--- src/rtl/cla_pipe.sv ---
// Pipelined carry-lookahead adder/subtractor. WIDTH/GROUP lookahead groups are spread
// evenly over STAGES register stages, LSB groups first; the last stage is the output register.
module cla_pipe #(
    parameter int WIDTH  = 8,
    parameter int GROUP  = 4,
    parameter int STAGES = 2
) (
    input  logic             clk,
    input  logic             rst_n,
    input  logic             in_valid,
    output logic             in_ready,
    input  logic [WIDTH-1:0] a,
    input  logic [WIDTH-1:0] b,
    input  logic             cin,
    input  logic             sub,
    output logic             out_valid,
    input  logic             out_ready,
    output logic [WIDTH-1:0] sum,
    output logic             cout,
    output logic             ovf,
    output logic             zero
);

    localparam int NG  = WIDTH / GROUP;
    localparam int GPS = NG / STAGES;
    localparam int BPS = GPS * GROUP;

    // Handshake: a set enters when in_valid && in_ready, a result leaves when
    // out_valid && out_ready. The whole pipe (data and valid bits) freezes only while
    // the output holds an untaken result, so in_ready never depends on in_valid.
    logic stall;
    logic last_v;

    assign stall    = last_v && !out_ready;
    assign in_ready = !stall;

    // One lookahead block: returns {carry out, carry into top bit, sum bits}.
    function automatic logic [GROUP+1:0] cla_group(input logic [GROUP-1:0] x,
                                                   input logic [GROUP-1:0] y,
                                                   input logic             ci);
        logic [GROUP-1:0] p;
        logic [GROUP-1:0] g;
        logic [GROUP:0]   c;
        logic             acc;
        logic             pp;
        p    = x ^ y;
        g    = x & y;
        c    = '0;
        c[0] = ci;
        for (int i = 0; i < GROUP; i++) begin
            acc = g[i];
            pp  = p[i];
            for (int j = i - 1; j >= 0; j--) begin
                acc = acc | (pp & g[j]);
                pp  = pp & p[j];
            end
            c[i+1] = acc | (pp & ci);
        end
        return {c[GROUP], c[GROUP-1], p ^ c[GROUP-1:0]};
    endfunction

    for (genvar s = 0; s < STAGES; s++) begin : gen_stage
        logic [WIDTH-1:0] a_i, b_i, s_i;
        logic             c_i, v_i;
        logic [WIDTH-1:0] s_d;
        logic             c_d, m_d, carry;
        logic [GROUP+1:0] r;
        logic [WIDTH-1:0] a_q, b_q, s_q;
        logic             c_q, v_q;

        if (s == 0) begin : gen_head
            assign a_i = a;
            assign b_i = sub ? ~b : b;
            assign s_i = '0;
            assign c_i = cin ^ sub;
            assign v_i = in_valid;
        end else begin : gen_link
            assign a_i = gen_stage[s-1].a_q;
            assign b_i = gen_stage[s-1].b_q;
            assign s_i = gen_stage[s-1].s_q;
            assign c_i = gen_stage[s-1].c_q;
            assign v_i = gen_stage[s-1].v_q;
        end

        // Resolve this stage's slice of groups; the group carry chains LSB to MSB.
        always_comb begin
            s_d   = s_i;
            carry = c_i;
            m_d   = 1'b0;
            r     = '0;
            for (int k = 0; k < GPS; k++) begin
                r = cla_group(a_i[s*BPS + k*GROUP +: GROUP],
                              b_i[s*BPS + k*GROUP +: GROUP], carry);
                s_d[s*BPS + k*GROUP +: GROUP] = r[GROUP-1:0];
                m_d   = r[GROUP];
                carry = r[GROUP+1];
            end
            c_d = carry;
        end

        always_ff @(posedge clk or negedge rst_n) begin
            if (!rst_n) begin
                a_q <= '0;
                b_q <= '0;
                s_q <= '0;
                c_q <= 1'b0;
                v_q <= 1'b0;
            end else if (!stall) begin
                a_q <= a_i;
                b_q <= b_i;
                s_q <= s_d;
                c_q <= c_d;
                v_q <= v_i;
            end
        end
    end

    logic ovf_q, zero_q;

    // Flags are formed as the MSB group resolves, so they register alongside sum.
    always_ff @(posedge clk or negedge rst_n) begin
        if (!rst_n) begin
            ovf_q  <= 1'b0;
            zero_q <= 1'b0;
        end else if (!stall) begin
            ovf_q  <= gen_stage[STAGES-1].m_d ^ gen_stage[STAGES-1].c_d;
            zero_q <= (gen_stage[STAGES-1].s_d == '0);
        end
    end

    assign last_v    = gen_stage[STAGES-1].v_q;
    assign out_valid = last_v;
    assign sum       = gen_stage[STAGES-1].s_q;
    assign cout      = gen_stage[STAGES-1].c_q;
    assign ovf       = ovf_q;
    assign zero      = zero_q;

endmodule
--- config.mk ---
export PLATFORM = sky130hd
export DESIGN_NAME = cla_pipe
export DESIGN_NICKNAME = d
export VERILOG_FILES = /design/src/rtl/cla_pipe.sv
export SDC_FILE = /design/constraint.sdc
export NUM_CORES = 1
export LEC_CHECK = 0
export CORE_ASPECT_RATIO = 0.9
export CORE_MARGIN = 2
export CORE_UTILIZATION = 35
export CTS_CLUSTER_SIZE = 10
export DETAILED_ROUTE_END_ITERATION = 8
export GPL_TIMING_DRIVEN = 0
export PLACE_DENSITY_LB_ADDON = 0.08
export RECOVER_POWER = 100
export SYNTH_ARGS = -nofsm -noshare
export SYNTH_HDL_FRONTEND = slang
export SYNTH_SLANG_ARGS = --single-unit
--- constraint.sdc ---
create_clock -name clk -period 1.6 [get_ports clk]
set_clock_uncertainty 0.05 [all_clocks]
set_input_delay 0.24 -clock clk [delete_from_list [all_inputs] [get_ports clk]]
set_output_delay 0.24 -clock clk [all_outputs]
set_load 0.1 [all_outputs]
# Word-level counts from Yosys, hierarchy flattened
# Index checks and enable logic that the tools add are counted.
[totals] in_bits=22 output_inout_bits=13 elab_cells=76 regBits=34
[classes] n_bitwise=61 mux=1 reduce_logical=4
[op_table] cell="bitwise AND 1 bit" count=32
[op_table] cell="bitwise OR 1 bit" count=20
[op_table] cell="XOR 4 bit" count=4
[op_table] cell="bitwise AND 4 bit" count=2
[op_table] cell="zero test 8 bit" count=1
[op_table] cell="2-to-1 mux 8 bit" count=1
[op_table] cell="inverter 8 bit" count=1
[op_table] cell="zero test 1 bit" count=2
[op_table] cell="XOR 1 bit" count=2
[op_table] cell="logical AND 1 bit" count=1

# Longest topological paths before layout
# Gate-level depths: netlist of run 1.
[depth] depth_word=8 depth_mapped=8 depth_no_buf=7

# Worst setup path after synthesis of run 1
# Ideal clock, no wire load.
[synth_timing] path_type="flip-flop to flip-flop" start="reg gen_stage[1].v_q, in the netlist out_valid" end="reg ovf_q, in the netlist ovf" path_buffers=2 stages_incl_launch_ff=6 t_arrival_ns=1.924 setup_ns=0.158 t_required_ns=1.392 slack_ns=-0.532 synth_period_minus_slack_ns=2.132 path_cell_list="dfrtp_1 > nor2b_1 > buf_2 > inv_1 > buf_2 > a31oi_1"
[synth_between] elab_chain_len=1
[synth_rtl] item="from (decl)" line="69" source="logic c_q, v_q;"
[synth_rtl] item="from (signal assigned)" line="113" source="v_q <= v_i;"
[synth_rtl] item="logical AND 1 bit" line="34" source="assign stall = last_v && !out_ready;"
[synth_rtl] item="to (signal assigned)" line="126" source="ovf_q <= gen_stage[STAGES-1].m_d ^ gen_stage[STAGES-1].c_d;"
[synth_rtl] item="to (decl)" line="118" source="logic ovf_q, zero_q;"
# Every way passes these cells.
# A chain may end at the register's enable or synchronous reset.

# Worst setup path in the final report of run 1
[layout_timing] start="reg gen_stage[0].a_q[4]" end="reg ovf_q, in the netlist ovf"
[layout_between] elab_chain_len=5 elab_cells_between_ends=13 classes_between="13 x bitwise"
[layout_rtl] item="from (decl)" line="68" source="logic [WIDTH-1:0] a_q, b_q, s_q;"
[layout_rtl] item="from (signal assigned)" line="109" source="a_q <= a_i;"
[layout_rtl] item="bitwise AND 4 bit / XOR 4 bit (equally long branches)" line="47, 46"
[layout_rtl] item="bitwise AND 1 bit, on equally long branches" line="54, 55"
[layout_rtl] item="bitwise OR 1 bit / bitwise AND 1 bit (equally long branches)" line="54, 57"
[layout_rtl] item="bitwise OR 1 bit" line="57" source="c[i+1] = acc | (pp & ci);"
[layout_rtl] item="XOR 1 bit *" line="126"
# Mark *: on every way between the ends. The rest lies on a longest branch, timed or not.

==> results by stage, run 1 <==
Final layout:
- The layout filler cell count is 356.
- The layout-stage area growth over the synthesis result is 43.6%.
- After routing the design area is 1950 sq um.
- The area taken by multi-input logic gates is ~660 sq um.
- The antenna cell count is 0.
- Cells with a size suffix above 1 make up 22.8% of the layout.
- The combined flip-flop and latch cell area is 654 sq um.
- The final net count is around 220.

Min path:
- The class of the tightest hold or removal check is in2async.

STA:
- The worst pin sits at a relative slew slack of 7.74%.
- The measured slew at the worst slew-check pin is 1.38 ns.
- The final count of negative-setup-slack endpoints is 4.
- The number of endpoints with negative hold slack in the final report is 0.
- The worst setup slack after layout is -0.0500 ns.
- Setup repair after global routing could not meet its margin everywhere.
- The number of pins exceeding their max-slew limit in the final report is 0.
- The maximum frequency from static timing analysis is between 600 and 700 MHz.
- The clock period minus final worst setup slack is around 1.6 ns.
- The worst path uses 103% of the clock period.

Yosys:
- The sequential share of the synthesized area is 48.0%.
- The leading cell type by number of instances after synthesis is sky130_fd_sc_hd__nand2_1.
- The most used flip-flop cell after synthesis is sky130_fd_sc_hd__dfrtp_1.
- Yosys mapped the design onto 28 distinct sky130hd cell types.
- Counting instances in the post-synthesis netlist gives the leading cell types as 35 x sky130_fd_sc_hd__nand2_1, 26 x sky130_fd_sc_hd__dfrtp_1, 11 x sky130_fd_sc_hd__nor2_1.
- The post-synthesis cell count is between 100 and 150.
- The top cell type by area accounts for 48.0% of the synthesized area.
- Ranked by total cell area, the synthesized netlist is headed by sky130_fd_sc_hd__dfrtp_1 48%, sky130_fd_sc_hd__nand2_1 9.7%, sky130_fd_sc_hd__ha_1 7.4%.
- Counting flops and latches in the post-synthesis netlist gives 26.
- Summing every instance area after synthesis gives about 1400 sq um.
- The per-instance average area after synthesis is roughly 9.8 sq um.
- For this run, the number of Yosys warnings is 0.
- The number of synthesized flops with an enable pin is 0.
- Counting flops with an async set or reset pin after synthesis yields a share of 100%.
- The net count after synthesis is around 170.
- The synthesized design spends more area on one cell type than any other, namely sky130_fd_sc_hd__dfrtp_1.

Outcome:
- The checks that failed: negative setup slack.
- The run finished, with violations left.

Routing:
- Detailed routing placed a total of approximately 1400 um of wire on met2.
- The post-route DRC violation count is 0.
- The met3 routed wirelength is around 90 um.
- In the routed layout, each cell is associated on average with a via count of around 4.6.
- The first-iteration detailed-routing DRC count is 31.
- Across all layers, the routed design uses roughly 1.1k vias.
- The detailed router put a total of between 1000 and 1500 um of wire on met1.
- The detail route stage leaves a number of antenna-violating nets equal to 0.
- The first detailed-routing pass took 4 iterations.
- The uppermost metal layer occupied by signal nets is met4.
- In the final routed layout, each cell accounts on average for around 12 um.
- The final routed wirelength across all metal layers is 2850 um.

Floorplanning:
- The placeable core region is between 3000 and 4000 sq um.
- 35 I/O pins were placed.
- In this run the core area contains 21 standard-cell rows.
- The die boundary height is around 63 um.
- The die covers between 4000 and 5000 sq um.
- In this run the horizontal extent of the chip is 69.6 um.
- The effective utilization at floorplan is between 30 and 40%.

Clocking:
- The number of CTS-inserted buffers is 3.
- In this run the deepest clock path goes through 2 buffers.
- The worst-skew pair later-pin latency is between 0.2 and 0.3 ns.
- The clock edge transition at the registers on the reported setup and hold paths is around 0.090 ns.
- The root buffer cell is sky130_fd_sc_hd__clkbuf_8.
- Clock tree synthesis found a total of 26 sinks.
- TritonCTS built the clock tree.
- The H-tree depth reported by CTS is 1.

Worst setup path:
- Counting cells, the worst reg-to-reg path comes to 6.
- Walking the worst path, the cells encountered are ha_1 > a211oi_2 > nor3b_2 > nor2_2 > or3_1 > a31oi_1.
- The reg-to-reg critical path endpoint is ovf$_DFFE_PN0N_.
- Of all nets on the critical path, the largest fanout is 3.
- The arrival time at the worst endpoint is approximately 1.8 ns.
- The category of the critical setup timing path is reg2reg.
- For the worst setup path, the data required time is 1.75 ns.
- The slowest stage of the critical path belongs to the cell sky130_fd_sc_hd__dfrtp_1.
- The flop-to-flop setup slack is -0.05 ns.
- The largest stage delay on the critical path is between 0.3 and 0.4 ns.
- The type of destination of the critical path is a flop.
- The startpoint identified for the worst register-to-register timing path is gen_stage[0].a_q[4]$_DFFE_PN0N_.
- STA classifies the critical path startpoint as a flop.

Flow run:
- Across the run, the number of max-cap violations was 0.

Global route:
- The first global-routing pass estimated just under 5000 um of wire.
- The remaining global-route overflow is 0.
- The initial antenna violation count was 0.
- The global-route usage over all layers is 14.0%.
- The via count of the first global-routing pass is approximately 1.1k.
- Entering global routing, the biggest net connects 27 pins.

Placed design:
- The estimated wirelength of the detail-placed design is 2070 um.
- Routability-driven placement finished with a final weighted congestion of 0.792.
- The total cell area at the placement stage is 1780 sq um.
- Before CTS, the worst setup slack after placement is -1.04 ns.
- The count of input and output buffers is 33.

Power and ir drop:
- Summing internal, switching and leakage power gives ~0.0030 W.
- The static power due to leakage is 0.902 nW.
- Dividing total power by cell area gives a power density of roughly 1500 nW/um^2.
- IR analysis of the VDD net gives a maximum drop of 0.514 mV.
-- cell usage in the layout (no fill, tap or decap), types with 2 or more instances in the layout --
cell type	n
sky130_fd_sc_hd__nand2_1	35
sky130_fd_sc_hd__dfrtp_1	25
sky130_fd_sc_hd__clkdlybuf4s50_1	15
sky130_fd_sc_hd__clkdlybuf4s15_2	11
sky130_fd_sc_hd__buf_4	11
sky130_fd_sc_hd__nor2_1	10
sky130_fd_sc_hd__xor2_1	8
sky130_fd_sc_hd__ha_1	8
sky130_fd_sc_hd__o21ai_0	7
sky130_fd_sc_hd__xnor2_1	6
sky130_fd_sc_hd__a21oi_1	6
sky130_fd_sc_hd__inv_1	5
sky130_fd_sc_hd__clkbuf_1	4
sky130_fd_sc_hd__buf_12	3
sky130_fd_sc_hd__clkbuf_8	3
sky130_fd_sc_hd__dlygate4sd2_1	3
sky130_fd_sc_hd__nor2b_1	2
sky130_fd_sc_hd__a211oi_2	2
sky130_fd_sc_hd__o21ai_2	2
sky130_fd_sc_hd__o21ai_1	2
sky130_fd_sc_hd__fa_1	2
sky130_fd_sc_hd__clkbuf_4	2
-- sequential cells by signal, summed over array words and instances (netlist names) --
| name | flops |
|---|---|
| gen_stage.s_q | 4 |
| out_valid | 1 |
| sum | 8 |
| gen_stage.v_q | 1 |
| zero | 1 |
| gen_stage.b_q | 4 |
| ovf | 1 |
| gen_stage.c_q | 1 |
| gen_stage.a_q | 4 |
| cout | 1 |
-- worst max path at each step --
stage | from | endpoint | cells past startpoint
final | gen_stage[0].a_q[4]$_DFFE_PN0N_ | ovf$_DFFE_PN0N_ | 6
after global routing | gen_stage[0].a_q[4]$_DFFE_PN0N_ | zero$_DFFE_PN0N_ | 6
after CTS | out_valid$_DFFE_PN0N_ | in_ready | 5
after detailed placement | out_ready | in_ready | 6
after global placement | out_ready | in_ready | 6
after floorplan | sub | gen_stage[0].c_q$_DFFE_PN0N_ | 8
-- kinds of logic (layout without fill, tap and decap cells) --
kind of cell / count (synthesis) / after routing / synth area share (%)
simple gates: 53 / 53 / 16.3
compound gates: 23 / 23 / 10.1
buf+inv: 12 / 62 / 4.15
flops: 26 / 26 / 48.0
fa+ha+maj: 10 / 10 / 10.3
xor+xnor: 15 / 15 / 11.1
-- layout make-up --
class,count,area share [%]
multi-input cells,101,34.1
flip-flops and latches,26,33.6
well taps,46,2.95
clock buffers,4,2.31
repair buffers,46,22.5
plain buffers,6,3.28
inverters,6,1.28
-- repair_timing --
action | CTS | global route
pin swaps | 13 | 7
hold buffers | 0 | 0
setup buffers | 5 | 8
gates resized for setup | 52 | 8
setup endpoints to repair | 18 | 22
-- power by group --
group          total, W  internal [W]  switching (W)
Combinational   0.00165      0.000487        0.00116
Clock          0.000385      0.000178       0.000207
Sequential     0.000929      0.000833      0.0000961
Total           0.00296       0.00150        0.00147
-- routing by layer --
metal | up-vias | GRT usage (%)
met2 | 22 | 25.5
met4 | 0 | 5.05
met1 | 508 | 16.9
met5 | - | 0
met3 | 5 | 2.08
li1 | 551 | -
-- per-stage QoR --
step | util, % | hold WS, ns | std cells | TNS (ns)
2_1_floorplan | - | -0.106 | 139 | -0.0726
3_3_place_gp | 48.1 | 0.392 | 218 | -8.16
3_5_place_dp | 48.1 | 0.406 | 218 | -9.65
4_1_cts | 51.1 | 0.265 | 227 | -0.285
5_1_grt | 52.6 | 0.268 | 235 | -1.80
6_report | 52.6 | 0.215 | 235 | -0.119
-- critical path, delay by kind of cell (launching register included) --
| family | cells | cell delay, ns |
|---|---|---|
| AO/OA/AOI/OAI | 2 | 0.24 |
| AND/OR/NAND/NOR | 3 | 0.60 |
| adder cells (fa/ha/maj) | 1 | 0.30 |
| flip-flops | 1 | 0.39 |
Power figures use the tool's default switching activity.
==> run 2, diff against run 1 <==
Settings changed: CELL_PAD_IN_SITES_DETAIL_PLACEMENT from default to 1, CELL_PAD_IN_SITES_GLOBAL_PLACEMENT from default to 1.
Clock period 1.6 ns to 1.9 ns, I/O delays scaled along.
==> run 2 against run 1 <==
Net effect: the run now ends clean; sequential power down 16%; largest power group unchanged; register-to-register slack better by 0.22 ns; flip-flop and latch count unchanged; combinational power down 25%; cell count down 4.7%; largest cell class unchanged; total power down 20%.
==> results by stage, run 2 (same netlist as run 1, synthesis figures left out) <==
STA:
- The number of pins exceeding their max-slew limit in the final report is 0 (unchanged).
- The worst hold slack is 0.361 ns (was 0.215 ns).
- The maximum frequency from static timing analysis is roughly 540 MHz.
- The number of endpoints with negative hold slack in the final report is 0 (unchanged).
- The relative max-transition margin came to 22.4% (was 7.74%).
- The final worst-path cycle share is between 90% and 100%.
- Setup repair after global routing missed its margin: no (was yes).
- The final count of negative-setup-slack endpoints is 0 (was 4).
- For the finished layout, the period the worst path requires is around 1.8 ns.
- The measured slew at the worst slew-check pin was 1.16 ns (was 1.38 ns).

Routing:
- The number of iterations in the first detailed-routing pass is 4 (unchanged).
- The first-iteration detailed-routing DRC count is 28 (was 31).
- The post-route DRC violation count came to 0 (unchanged).
- The post-detailed-route via-to-cell ratio is 4.75 (was 4.62).
- The residual antenna-violating net count after detailed routing came to 0 (unchanged).
- The final routed wirelength across all metal layers is 2980 um (was 2850 um).
- The routed length per instance is 13.3 um (was 12.1 um).
- The routed via count is 1064 (was 1086).

Worst setup path:
- The largest stage delay on the critical path is 0.87 ns (was 0.39 ns).
- The worst-path maximum fanout is 2 (was 3).
- The total buffers and inverters traversed by the critical path came to 1 (was 0).
- The arrival time at the worst endpoint is 1.51 ns (was 1.80 ns).
- The cell at the slowest stage of the critical path is sky130_fd_sc_hd__clkbuf_1 (was sky130_fd_sc_hd__dfrtp_1).
- The depth of the worst register-to-register path came to 6 (unchanged).
- The source of the critical timing path is sum[4]$_DFFE_PN0N_ (was gen_stage[0].a_q[4]$_DFFE_PN0N_).
- The flop-to-flop setup slack is 0.17 ns (was -0.05 ns).
- The category of the critical setup timing path is reg2out (was reg2reg).
- The reg-to-reg critical path endpoint is sum[7]$_DFFE_PN0N_ (was ovf$_DFFE_PN0N_).
- The required time of the critical path is 1.56 ns (was 1.75 ns).
- The type of destination of the critical path is a primary output (was flop).
- Critical path, cell by cell: clkbuf_1 (was ha_1 > a211oi_2 > nor3b_2 > nor2_2 > or3_1 > a31oi_1).
- The family with the most delay on the worst path is buffers and inverters (was simple AND/OR/NAND/NOR gates).
- The critical path launch point type is a flop (unchanged).
- The startpoint of the most critical register-to-register path is gen_stage[0].a_q[4]$_DFFE_PN0N_ (unchanged).

Final layout:
- The layout filler cell count is 449 (was 356).
- The number of flip-flops under the largest register name is 8 (unchanged).
- The final net count is 211 (was 222).
- The leading cell type in the layout, fill and taps excluded was sky130_fd_sc_hd__nand2_1 (unchanged).
- Most frequent cells in the layout: 35 x sky130_fd_sc_hd__nand2_1, 25 x sky130_fd_sc_hd__dfrtp_1, 18 x sky130_fd_sc_hd__clkdlybuf4s50_1 (was 35 x sky130_fd_sc_hd__nand2_1, 25 x sky130_fd_sc_hd__dfrtp_1, 15 x sky130_fd_sc_hd__clkdlybuf4s50_1).
- The number of non-filler instances in the completed layout was 224 (was 235).
- The layout cell share with drive strength beyond 1 is 10.7% (was 22.8%).
- The layout-stage area growth over the synthesis result was 30.3% (was 43.6%).
- The antenna cell count came to 0 (unchanged).

Global route:
- The remaining global-route overflow is 0 (unchanged).
- The pin count of the biggest net entering global routing is 27 (unchanged).
- The via count of the first global-routing pass is 1173 (was 1115).
- The global-route wire length before repair is 5170 um (was 4870 um).
- The global-route usage over all layers is 14.8% (was 14.0%).
- The initial antenna violation count is 0 (unchanged).

Placed design:
- The count of input and output buffers is 33 (unchanged).
- The weighted congestion reported at the end of routability-driven placement is 0.835 (was 0.792).
- The estimated wirelength of the detail-placed design came to 2250 um (was 2070 um).
- The placed instance count is 218 (unchanged).

Power and ir drop:
- The worst supply voltage drop on vdd was 0.402 mV (was 0.514 mV).
- The static power due to leakage is 0.797 nW (was 0.902 nW).
- The areal power density over the cells is 1350 nW/um^2 (was 1520 nW/um^2).

Floorplanning:
- The effective utilization at floorplan is 36.6% (unchanged).
- The area enclosed by the die boundary was 4390 sq um (unchanged).
- The die span in x is 69.6 um (unchanged).
- The top-level port count was 35 (unchanged).
- The die boundary height is 63.1 um (unchanged).
- The cell row count was 21 (unchanged).
- The placeable core region is 3700 sq um (unchanged).

Clocking:
- The H-tree depth reported by CTS is 1 (unchanged).
- The clock edge transition at the registers on the reported setup and hold paths is 0.09 ns (about the same).
- The number of CTS-inserted buffers is 3 (unchanged).
- The root buffer cell is sky130_fd_sc_hd__clkbuf_8 (unchanged).
- The maximum count of clock buffers along a single path was 2 (unchanged).
- The worst-skew pair later-pin latency is 0.27 ns (about the same).
- The clock tree from TritonCTS is built (unchanged).
- The clock net sink count is 26 (unchanged).

Outcome:
- Run status: completed (was finished with violations).

Min path:
- The number of cells on the worst hold path is 3.
- The hold path endpoint is gen_stage[0].b_q[7]$_DFFE_PN0N_.
- The class of the tightest hold or removal check is in2reg (was in2async).
- The critical hold path startpoint is sub.

Flow run:
- The count of maximum capacitance violations is 0 (unchanged).
## run 2: cell type report
class | instances | area (sq um) | area share, %
multi-input combinational | 101 | 658 | 37.3
sequential | 26 | 652 | 36.9
tap | 46 | 57.6 | 3.26
buffer | 6 | 38.8 | 2.20
inverter | 6 | 25.0 | 1.42
timing repair buffer | 35 | 280 | 15.9
clock buffer | 4 | 55.1 | 3.12
## run 2: power breakdown
part | internal (W) | total (W) | switching, W
sequential | 0.000700 | 0.000782 | 0.0000824
combinational | 0.000274 | 0.00124 | 0.000967
clock | 0.000185 | 0.000363 | 0.000177
## run 2: stage by stage
| stage | setup WS, ns | total power, W | utilization [%] | instance area, sq um | setup TNS, ns |
|---|---|---|---|---|---|
| 5_1_grt | 0.0140 | 0.00253 | 47.7 | 1770 | 0 |
| 3_3_place_gp | -0.964 | 0.00211 | 47.2 | 1750 | -1.42 |
| 6_report | 0.0590 | 0.00239 | 47.7 | 1770 | 0 |
| 4_1_cts | 0.00167 | 0.00244 | 48.8 | 1810 | 0 |
| 3_5_place_dp | -0.978 | 0.00213 | 47.2 | 1750 | -1.56 |
| 2_1_floorplan | 0.0925 | 0.00179 | - | 1360 | 0 |
## run 2: what timing repair did
| item | CTS | global route |
|---|---|---|
| pin swaps | 1 | 4 |
| resized for setup | 23 | 3 |
| hold buffers | 0 | 0 |
| endpoints found under the setup margin | 14 | 3 |
| buffers inserted | 1 | 1 |
## run 2: how the worst max path moves through the flow
stage | depth (start not counted) | end | slack, ns
after floorplan | 8 | gen_stage[0].c_q$_DFFE_PN0N_ | 0.09
after global placement | 6 | in_ready | -0.96
after detailed placement | 6 | in_ready | -0.98
after CTS | 5 | in_ready | 0.002
after global routing | 1 | sum[4] | 0.01
final | 1 | sum[4] | 0.06
## run 2: layer usage
layer / part of all wire, % / wire length [um] / vias up / GRT usage [%]
met5: 0 / 0 / - / 0
met4: 0.91 / 27 / 0 / 5.77
met3: 4.0 / 118 / 2 / 2.40
met2: 49 / 1470 / 23 / 26.0
met1: 46 / 1360 / 513 / 18.3
li1: - / - / 526 / -
==> run 3, diff against run 2 <==
Settings changed: CTS_CLUSTER_DIAMETER from default to 40.
==> results of run 3 <==
No change in the layout: final DEF, timing and power equal those of run 2.
